===== config.mk =====
export PLATFORM = sky130hd
export DESIGN_NAME = display_varredura_flat
export DESIGN_NICKNAME = d
export VERILOG_FILES = /design/src/rtl/display_pkg.sv /design/src/rtl/display_varredura_if.sv /design/src/rtl/decod_7seg.sv /design/src/rtl/display_varredura.sv /design/src/flat_wrapper.sv
export SDC_FILE = /design/constraint.sdc
export NUM_CORES = 1
export LEC_CHECK = 0
export ABC_AREA = 1
export CAP_MARGIN = 20
export CORE_MARGIN = 10
export CORE_UTILIZATION = 31
export CTS_CLUSTER_DIAMETER = 120
export DETAILED_ROUTE_END_ITERATION = 8
export GPL_ROUTABILITY_DRIVEN = 0
export GPL_TIMING_DRIVEN = 0
export PLACE_DENSITY_LB_ADDON = 0.12
export SETUP_SLACK_MARGIN = 0.1
export SLEW_MARGIN = 15
export SYNTH_ARGS = -nofsm -noshare
export SYNTH_HDL_FRONTEND = slang
export SYNTH_SLANG_ARGS = --single-unit
export TNS_END_PERCENT = 5

===== constraint.sdc =====
create_clock -name Clock -period 3.04 [get_ports Clock]
set_input_delay 0.304 -clock Clock [delete_from_list [all_inputs] [get_ports Clock]]
set_output_delay 0.304 -clock Clock [all_outputs]
set_load 0.05 [all_outputs]

===== src/rtl/display_pkg.sv =====
// display_pkg: shared constants for the seven-segment scan driver.
//   - Segment bit positions inside a 7-bit glyph {g,f,e,d,c,b,a}.
//   - Active-high glyph table for hex 0-F, plus dash (out of range) and "E" (parity error).
//   - paridade_ok: even-parity check over {value, parity bit}.
package display_pkg;

    localparam int SEG_A = 0;
    localparam int SEG_B = 1;
    localparam int SEG_C = 2;
    localparam int SEG_D = 3;
    localparam int SEG_E = 4;
    localparam int SEG_F = 5;
    localparam int SEG_G = 6;

    localparam logic [6:0] GLIFO_APAGADO = 7'b0000000;
    localparam logic [6:0] GLIFO_TRACO   = 7'b1000000;
    localparam logic [6:0] GLIFO_ERRO    = 7'b1111001;

    localparam logic [6:0] GLIFOS_HEX [16] = '{
        7'b0111111, // 0
        7'b0000110, // 1
        7'b1011011, // 2
        7'b1001111, // 3
        7'b1100110, // 4
        7'b1101101, // 5
        7'b1111101, // 6
        7'b0000111, // 7
        7'b1111111, // 8
        7'b1101111, // 9
        7'b1110111, // A
        7'b1111100, // b
        7'b0111001, // C
        7'b1011110, // d
        7'b1111001, // E
        7'b1110001  // F
    };

    // Callers zero-extend the value to 32 bits; extra zeros do not change the XOR.
    function automatic logic paridade_ok(input logic [31:0] valor, input logic paridade);
        return ~(^{valor, paridade});
    endfunction

endpackage


===== src/rtl/display_varredura_if.sv =====
// display_varredura_if: datapath-side bus of the multiplexed display driver.
//   master: drives Carregar, Valores, Paridade, Limpar; reads display outputs.
//   slave : the driver itself; receives load/clear, drives Segmentos, Anodos,
//           Validade, Erros.
interface display_varredura_if #(
    parameter int DIGITOS = 4,
    parameter int LARGURA = 5
);
    logic                         Carregar;
    logic [DIGITOS*LARGURA-1:0]   Valores;
    logic [DIGITOS-1:0]           Paridade;
    logic                         Limpar;
    logic [6:0]                   Segmentos;
    logic [DIGITOS-1:0]           Anodos;
    logic                         Validade;
    logic [DIGITOS-1:0]           Erros;

    modport master (
        output Carregar, Valores, Paridade, Limpar,
        input  Segmentos, Anodos, Validade, Erros
    );

    modport slave (
        input  Carregar, Valores, Paridade, Limpar,
        output Segmentos, Anodos, Validade, Erros
    );

endinterface


===== src/rtl/decod_7seg.sv =====
// decod_7seg: combinational glyph decoder for one digit.
//   valor  in  LARGURA  digit value
//   valido in  1        digit passed its parity check
//   glifo  out 7        active-high segments {g,f,e,d,c,b,a}
// Priority: parity error shows "E", then values >= 16 show a dash, else hex.
module decod_7seg
    import display_pkg::*;
#(
    parameter int LARGURA = 5
) (
    input  logic [LARGURA-1:0] valor,
    input  logic               valido,
    output logic [6:0]         glifo
);

    always_comb begin
        glifo = GLIFO_APAGADO;
        if (!valido) begin
            glifo = GLIFO_ERRO;
        end else if (int'(valor) >= 16) begin
            glifo = GLIFO_TRACO;
        end else begin
            glifo = GLIFOS_HEX[valor[3:0]];
        end
    end

endmodule


===== src/rtl/display_varredura.sv =====
// display_varredura: multiplexed multi-digit seven-segment driver with parity checking.
//   Clock    in  1   system clock, rising edge
//   Reset_n  in  1   asynchronous active-low reset
//   bus      slave modport of display_varredura_if:
//     Carregar/Valores/Paridade  load strobe and digit bank captured together
//     Limpar                     clears sticky error flags (a same-cycle setting load wins)
//     Segmentos                  glyph of the scanned digit, 0 during blank
//     Anodos                     one-hot active-low digit enable, all 1s during blank
//     Validade                   every stored digit passes even parity
//     Erros                      sticky per-digit parity-error flags
// Each slot lasts DIV cycles; the first cycle of every slot is blanked to avoid ghosting.
module display_varredura
    import display_pkg::*;
#(
    parameter int DIGITOS = 4,
    parameter int LARGURA = 5,
    parameter int DIV     = 1000
) (
    input  logic Clock,
    input  logic Reset_n,
    display_varredura_if.slave bus
);

    localparam int IW = (DIGITOS > 1) ? $clog2(DIGITOS) : 1;
    localparam int CW = (DIV > 1) ? $clog2(DIV) : 1;

    logic [LARGURA-1:0] valores_q [DIGITOS];
    logic [LARGURA-1:0] valores_d [DIGITOS];
    logic [DIGITOS-1:0] paridade_q, paridade_d;
    logic [DIGITOS-1:0] validos_d;
    logic [DIGITOS-1:0] erros_q, erros_d;
    logic               validade_q, validade_d;
    logic [CW-1:0]      cnt_q, cnt_d;
    logic [IW-1:0]      idx_q, idx_d;
    logic [6:0]         segmentos_q, segmentos_d;
    logic [DIGITOS-1:0] anodos_q, anodos_d;

    logic [LARGURA-1:0] valor_sel;
    logic               valido_sel;
    logic [6:0]         glifo_sel;

    // Data path: the whole bank is replaced at once on a load.
    always_comb begin
        paridade_d = bus.Carregar ? bus.Paridade : paridade_q;
        for (int i = 0; i < DIGITOS; i++) begin
            valores_d[i] = bus.Carregar ? bus.Valores[i*LARGURA +: LARGURA] : valores_q[i];
            validos_d[i] = paridade_ok(32'(valores_d[i]), paridade_d[i]);
        end
        validade_d = &validos_d;
        erros_d    = (bus.Limpar ? '0 : erros_q) | (bus.Carregar ? ~validos_d : '0);
    end

    // Scan timing: prescaler wraps at DIV-1 and steps the digit index.
    always_comb begin
        cnt_d = cnt_q;
        idx_d = idx_q;
        if (cnt_q == CW'(DIV - 1)) begin
            cnt_d = '0;
            idx_d = (idx_q == IW'(DIGITOS - 1)) ? '0 : idx_q + 1'b1;
        end else begin
            cnt_d = cnt_q + 1'b1;
        end
    end

    // Outputs are registered from next-state values so they line up with cnt_q/idx_q
    // and show freshly loaded data on the cycle right after the load.
    always_comb begin
        valor_sel  = valores_d[idx_d];
        valido_sel = validos_d[idx_d];
    end

    decod_7seg #(
        .LARGURA (LARGURA)
    ) u_decod (
        .valor  (valor_sel),
        .valido (valido_sel),
        .glifo  (glifo_sel)
    );

    always_comb begin
        anodos_d    = '1;
        segmentos_d = GLIFO_APAGADO;
        if (cnt_d != '0) begin
            anodos_d    = ~(DIGITOS'(1) << idx_d);
            segmentos_d = glifo_sel;
        end
    end

    always_ff @(posedge Clock or negedge Reset_n) begin
        if (!Reset_n) begin
            for (int i = 0; i < DIGITOS; i++) begin
                valores_q[i] <= '0;
            end
            paridade_q  <= '0;
            erros_q     <= '0;
            validade_q  <= 1'b1;
            cnt_q       <= '0;
            idx_q       <= '0;
            segmentos_q <= GLIFO_APAGADO;
            anodos_q    <= '1;
        end else begin
            for (int i = 0; i < DIGITOS; i++) begin
                valores_q[i] <= valores_d[i];
            end
            paridade_q  <= paridade_d;
            erros_q     <= erros_d;
            validade_q  <= validade_d;
            cnt_q       <= cnt_d;
            idx_q       <= idx_d;
            segmentos_q <= segmentos_d;
            anodos_q    <= anodos_d;
        end
    end

    assign bus.Segmentos = segmentos_q;
    assign bus.Anodos    = anodos_q;
    assign bus.Validade  = validade_q;
    assign bus.Erros     = erros_q;

endmodule

===== src/flat_wrapper.sv =====
// flat-port wrapper written by rule: the top's interface ports become plain ports
module display_varredura_flat import display_pkg::*;
#(
    parameter int DIGITOS = 4,
    parameter int LARGURA = 5,
    parameter int DIV     = 1000
)
  (Clock, Reset_n, bus_Carregar, bus_Valores, bus_Paridade, bus_Limpar, bus_Segmentos, bus_Anodos, bus_Validade, bus_Erros);
  display_varredura_if #(.DIGITOS(DIGITOS), .LARGURA(LARGURA)) bus_i ();
  input  logic Clock;
  input  logic Reset_n;
  input wire logic [$bits(bus_i.Carregar)-1:0] bus_Carregar;
  input wire logic [$bits(bus_i.Valores)-1:0] bus_Valores;
  input wire logic [$bits(bus_i.Paridade)-1:0] bus_Paridade;
  input wire logic [$bits(bus_i.Limpar)-1:0] bus_Limpar;
  output wire logic [$bits(bus_i.Segmentos)-1:0] bus_Segmentos;
  output wire logic [$bits(bus_i.Anodos)-1:0] bus_Anodos;
  output wire logic [$bits(bus_i.Validade)-1:0] bus_Validade;
  output wire logic [$bits(bus_i.Erros)-1:0] bus_Erros;
  assign bus_i.Carregar = bus_Carregar;
  assign bus_i.Valores = bus_Valores;
  assign bus_i.Paridade = bus_Paridade;
  assign bus_i.Limpar = bus_Limpar;
  assign bus_Segmentos = bus_i.Segmentos;
  assign bus_Anodos = bus_i.Anodos;
  assign bus_Validade = bus_i.Validade;
  assign bus_Erros = bus_i.Erros;
  display_varredura #(.DIGITOS(DIGITOS), .LARGURA(LARGURA), .DIV(DIV)) u_core (.Clock(Clock), .Reset_n(Reset_n), .bus(bus_i));
endmodule

==> flow_metrics.py <==
metrics = {
    "detailed_routing": {
        "dr.pass1.iters": 4,
        "dr_total_vias": 3044,
        "drc": 0,
        "wire_per_inst_um": 12.6,
        "drt-total-wl_mm": 8.67,
        "drt_iter0_markers": 153,
        "ant_nets": 0,
        "viasPerCell": 4.42,
    },
    "clock_tree": {
        "clk_latency_ps": 310,
        "clockRootBuffer": "clkbuf_8",
        "cts.clk_slew.worst_paths_ps": 100,
        "post-cts-setup-buffer-count": 0,
        "cts_buffer_depth": 2,
        "cts_tree": "done",
        "cts_sinks": 52,
        "hold_buffers": 0,
        "numCtsBuffers": 5,
        "ctsResizeCount": 0,
        "htree_levels": 2,
    },
    "power_and_ir_drop": {
        "power.density_nw_per_um2": 453,
        "seqPwrFrac_pct": 42.3,
        "sw_frac_of_total_pct": 35.0,
        "finalPower_mw": 1.84,
        "p_clk_share_pct": 26.5,
        "switchingPower_mw": 0.643,
        "leakage_nw": 2.24,
        "comb_power_share_pct": 31.2,
        "p_int_mw": 1.19,
        "ir_drop_mv": 0.215,
    },
    "placed_design": {
        "placed_area_um2": 3950,
        "numPortBuffers": 42,
        "hpwl_mm": 6.74,
        "place_ws_ps": 645,
    },
    "synthesis": {
        "yosys_warnings": 0,
        "yosys.area.top_type": "dfrtp_1",
        "yosysUniqueCellTypes": 33,
        "yosys.area.top_type_share_pct": 35.0,
        "syn-num-nets": 537,
        "syn_inst": 503,
        "ys_seq_area_share_pct": 38.9,
        "ys_seq_elements": 52,
        "synth.area.top_cells": "dfrtp_1 (35%), nand2_1 (28%), inv_1 (7.6%)",
        "synth_area_um2": 3360,
        "avgSynthCellArea_um2": 6.68,
    },
    "grt": {
        "grt_pass1_wl_mm": 15.0,
        "grt_util_all_layers_pct": 12.1,
        "grt_pass1_vias": 3050,
        "grt_overflow_total": 0,
        "antenna_found_initial": 0,
        "grt_max_degree": 53,
    },
    "setup_path": {
        "slowest_stage": "dfrtp_1",
        "ff2ff_setup_slack_ps": 650,
        "worstSetupPathType": "reg2reg",
        "startpoint_type": "flip-flop",
        "cp_max_fo": 9,
        "cp-end-kind": "flip-flop",
        "critical_path_arrival_ps": 2600,
        "crit_required_ps": 3250,
        "cpPeakStageDelay_ps": 410,
        "crit_chain": "ha_1 -> nand2_2 -> nor2_8 -> nand3_4 -> nand2_4 -> nand2_4 -> nand2_1 -> nand2_1 -> nand2_1 -> nand2_2 -> inv_1 -> ha_1 -> inv_1 -> nand2_1 -> o21ai_0 -> nor2_1",
        "crit_top_cell": "nand2_1",
    },
    "cells_and_area": {
        "n_antenna_cell": 0,
        "drive_gt1_share_pct": 9.22,
        "multi_input_area_um2": 1710,
        "nets": 586,
        "seqCellArea_um2": 1310,
        "nFillCells": 1125,
        "fin_util_pct": 38.8,
        "areaGrowthSynthToFinish_pct": 20.7,
        "fin_area_um2": 4060,
    },
    "floorplan": {
        "start_util_pct": 32.1,
        "num_rows": 37,
        "coreArea_um2": 10500,
        "die-area_um2": 15400,
        "fp.dieH_um": 124,
        "io_pins": 44,
        "die_w_um": 124,
    },
    "timing": {
        "fin_worst_skew_ps": 11.5,
        "hold_viol": 0,
        "worst_pin_slew_ps": 677,
        "relSlewSlack_pct": 54.8,
        "min_period_over_period_pct": 78.7,
        "finalMaxSlewViolations": 0,
        "finalWorstSetupSlack_ps": 649,
        "rsz0062_at_grt": "no",
        "fmax_mhz": 418,
        "period_minus_slack_ps": 2390,
        "setup_viol_count_final": 0,
        "setup_tns_ps": 0,
    },
    "run_status": {
        "status": "completed",
    },
    "worst_hold_path": {
        "hp-class": "in2async",
    },
    "job": {
        "maxCapViolCount": 0,
    },
}
-- final cells by class --
class / instances / share of cell area (%)
plain buffers: 9 / 1.76
inverters: 73 / 6.81
clock inverters: 2 / 0.863
flip-flops and latches: 52 / 32.2
well taps: 136 / 4.19
repair buffers: 42 / 10.3
multi-input cells: 369 / 42.1
clock buffers: 6 / 1.79
-- power by group through the flow --
stage	Sequential, mW	Clock, mW	Combinational, mW
floorplan	0.909	0	0.262
global placement	0.790	0	0.579
detailed placement	0.791	0	0.579
CTS	0.778	0.509	0.582
global route	0.785	0.535	0.640
finish	0.777	0.487	0.573
-- stage by stage --
| step | hold slack (ps) | std cells |
|---|---|---|
| finish | 33.0 | 689 |
| global route | 86.4 | 689 |
| CTS | 59.4 | 689 |
| detailed placement | 404 | 681 |
| global placement | 473 | 681 |
| floorplan | 8.41 | 503 |
-- path summary, 6_finish.rpt --
kind | start | endpoint | depth (start not counted)
min reg2reg | u_core.paridade_q[1] | u_core.paridade_q[1] | 2
min | Reset_n | u_core.valores_q[0] | 1
min in group Clock | bus_Carregar | u_core.valores_q[13] | 2
max reg2reg | u_core.cnt_q[0] | u_core.bus.Segmentos[1] | 16
max | u_core.cnt_q[0] | u_core.bus.Segmentos[1] | 16
max in group asynchronous | Reset_n | u_core.valores_q[16] | 1
-- Yosys cell counts (all sizes together) --
cell / instances
nand2: 264
inv: 73
dfrtp: 47
nand3: 37
nor2: 22
o21ai: 18
buf: 9
ha: 6
dfstp: 5
nand4: 5
nor3: 5
a21oi: 2
o22ai: 2
xnor2: 2
xor2: 2
a31oi: 1
nand3b: 1
o211ai: 1
o21bai: 1
-- critical path, delay by kind of cell (launching register included) --
kind                       cells  cell delay, ps
adders and majority gates      2             440
DFF                            1             410
buffers and inverters          2             200
and+or+nand+nor               11            1090
AOI/OAI and AO/OA              1             160
-- logic make-up (layout without fill, tap and decap cells) --
logic type | count (synthesis) | after routing | share of synthesized area, %
AOI/OAI and AO/OA | 25 | 25 | 4.21
xor gates and xnor gates | 4 | 4 | 1.04
adders and majority gates | 6 | 6 | 2.23
buffers and inverters | 82 | 132 | 10.3
DFF | 52 | 52 | 38.9
and+or+nand+nor | 334 | 334 | 43.3
-- metal layers --
layer / vias up / routed length (um) / global-route usage (%)
met5: - / 0 / 0
met4: 0 / 58 / 2.59
met3: 5 / 362 / 2.49
met2: 59 / 4090 / 20.6
met1: 1357 / 4150 / 15.4
li1: 1623 / - / -
-- state kept, by name (all words and copies together) (netlist names) --
register              cells
u_core.bus.Anodos         4
u_core.paridade_q         4
u_core.cnt_q             10
u_core.bus.Validade       1
u_core.bus.Segmentos      7
u_core.bus.Erros          4
u_core.valores_q         20
u_core.idx_q              2
-- layout by cell type, fill, tap and decap left out, drive strengths merged, types with 2 or more instances in the layout --
cell type,Yosys,final
dfstp,5,5
clkdlybuf4s50,0,41
nand4,5,5
ha,6,6
dfrtp,47,47
nor3,5,5
clkbuf,0,6
o22ai,2,2
nand3,37,37
xnor2,2,2
buf,9,10
inv,73,73
a21oi,2,2
nand2,264,264
xor2,2,2
nor2,22,22
o21ai,18,18
Power figures use the tool's default switching activity.
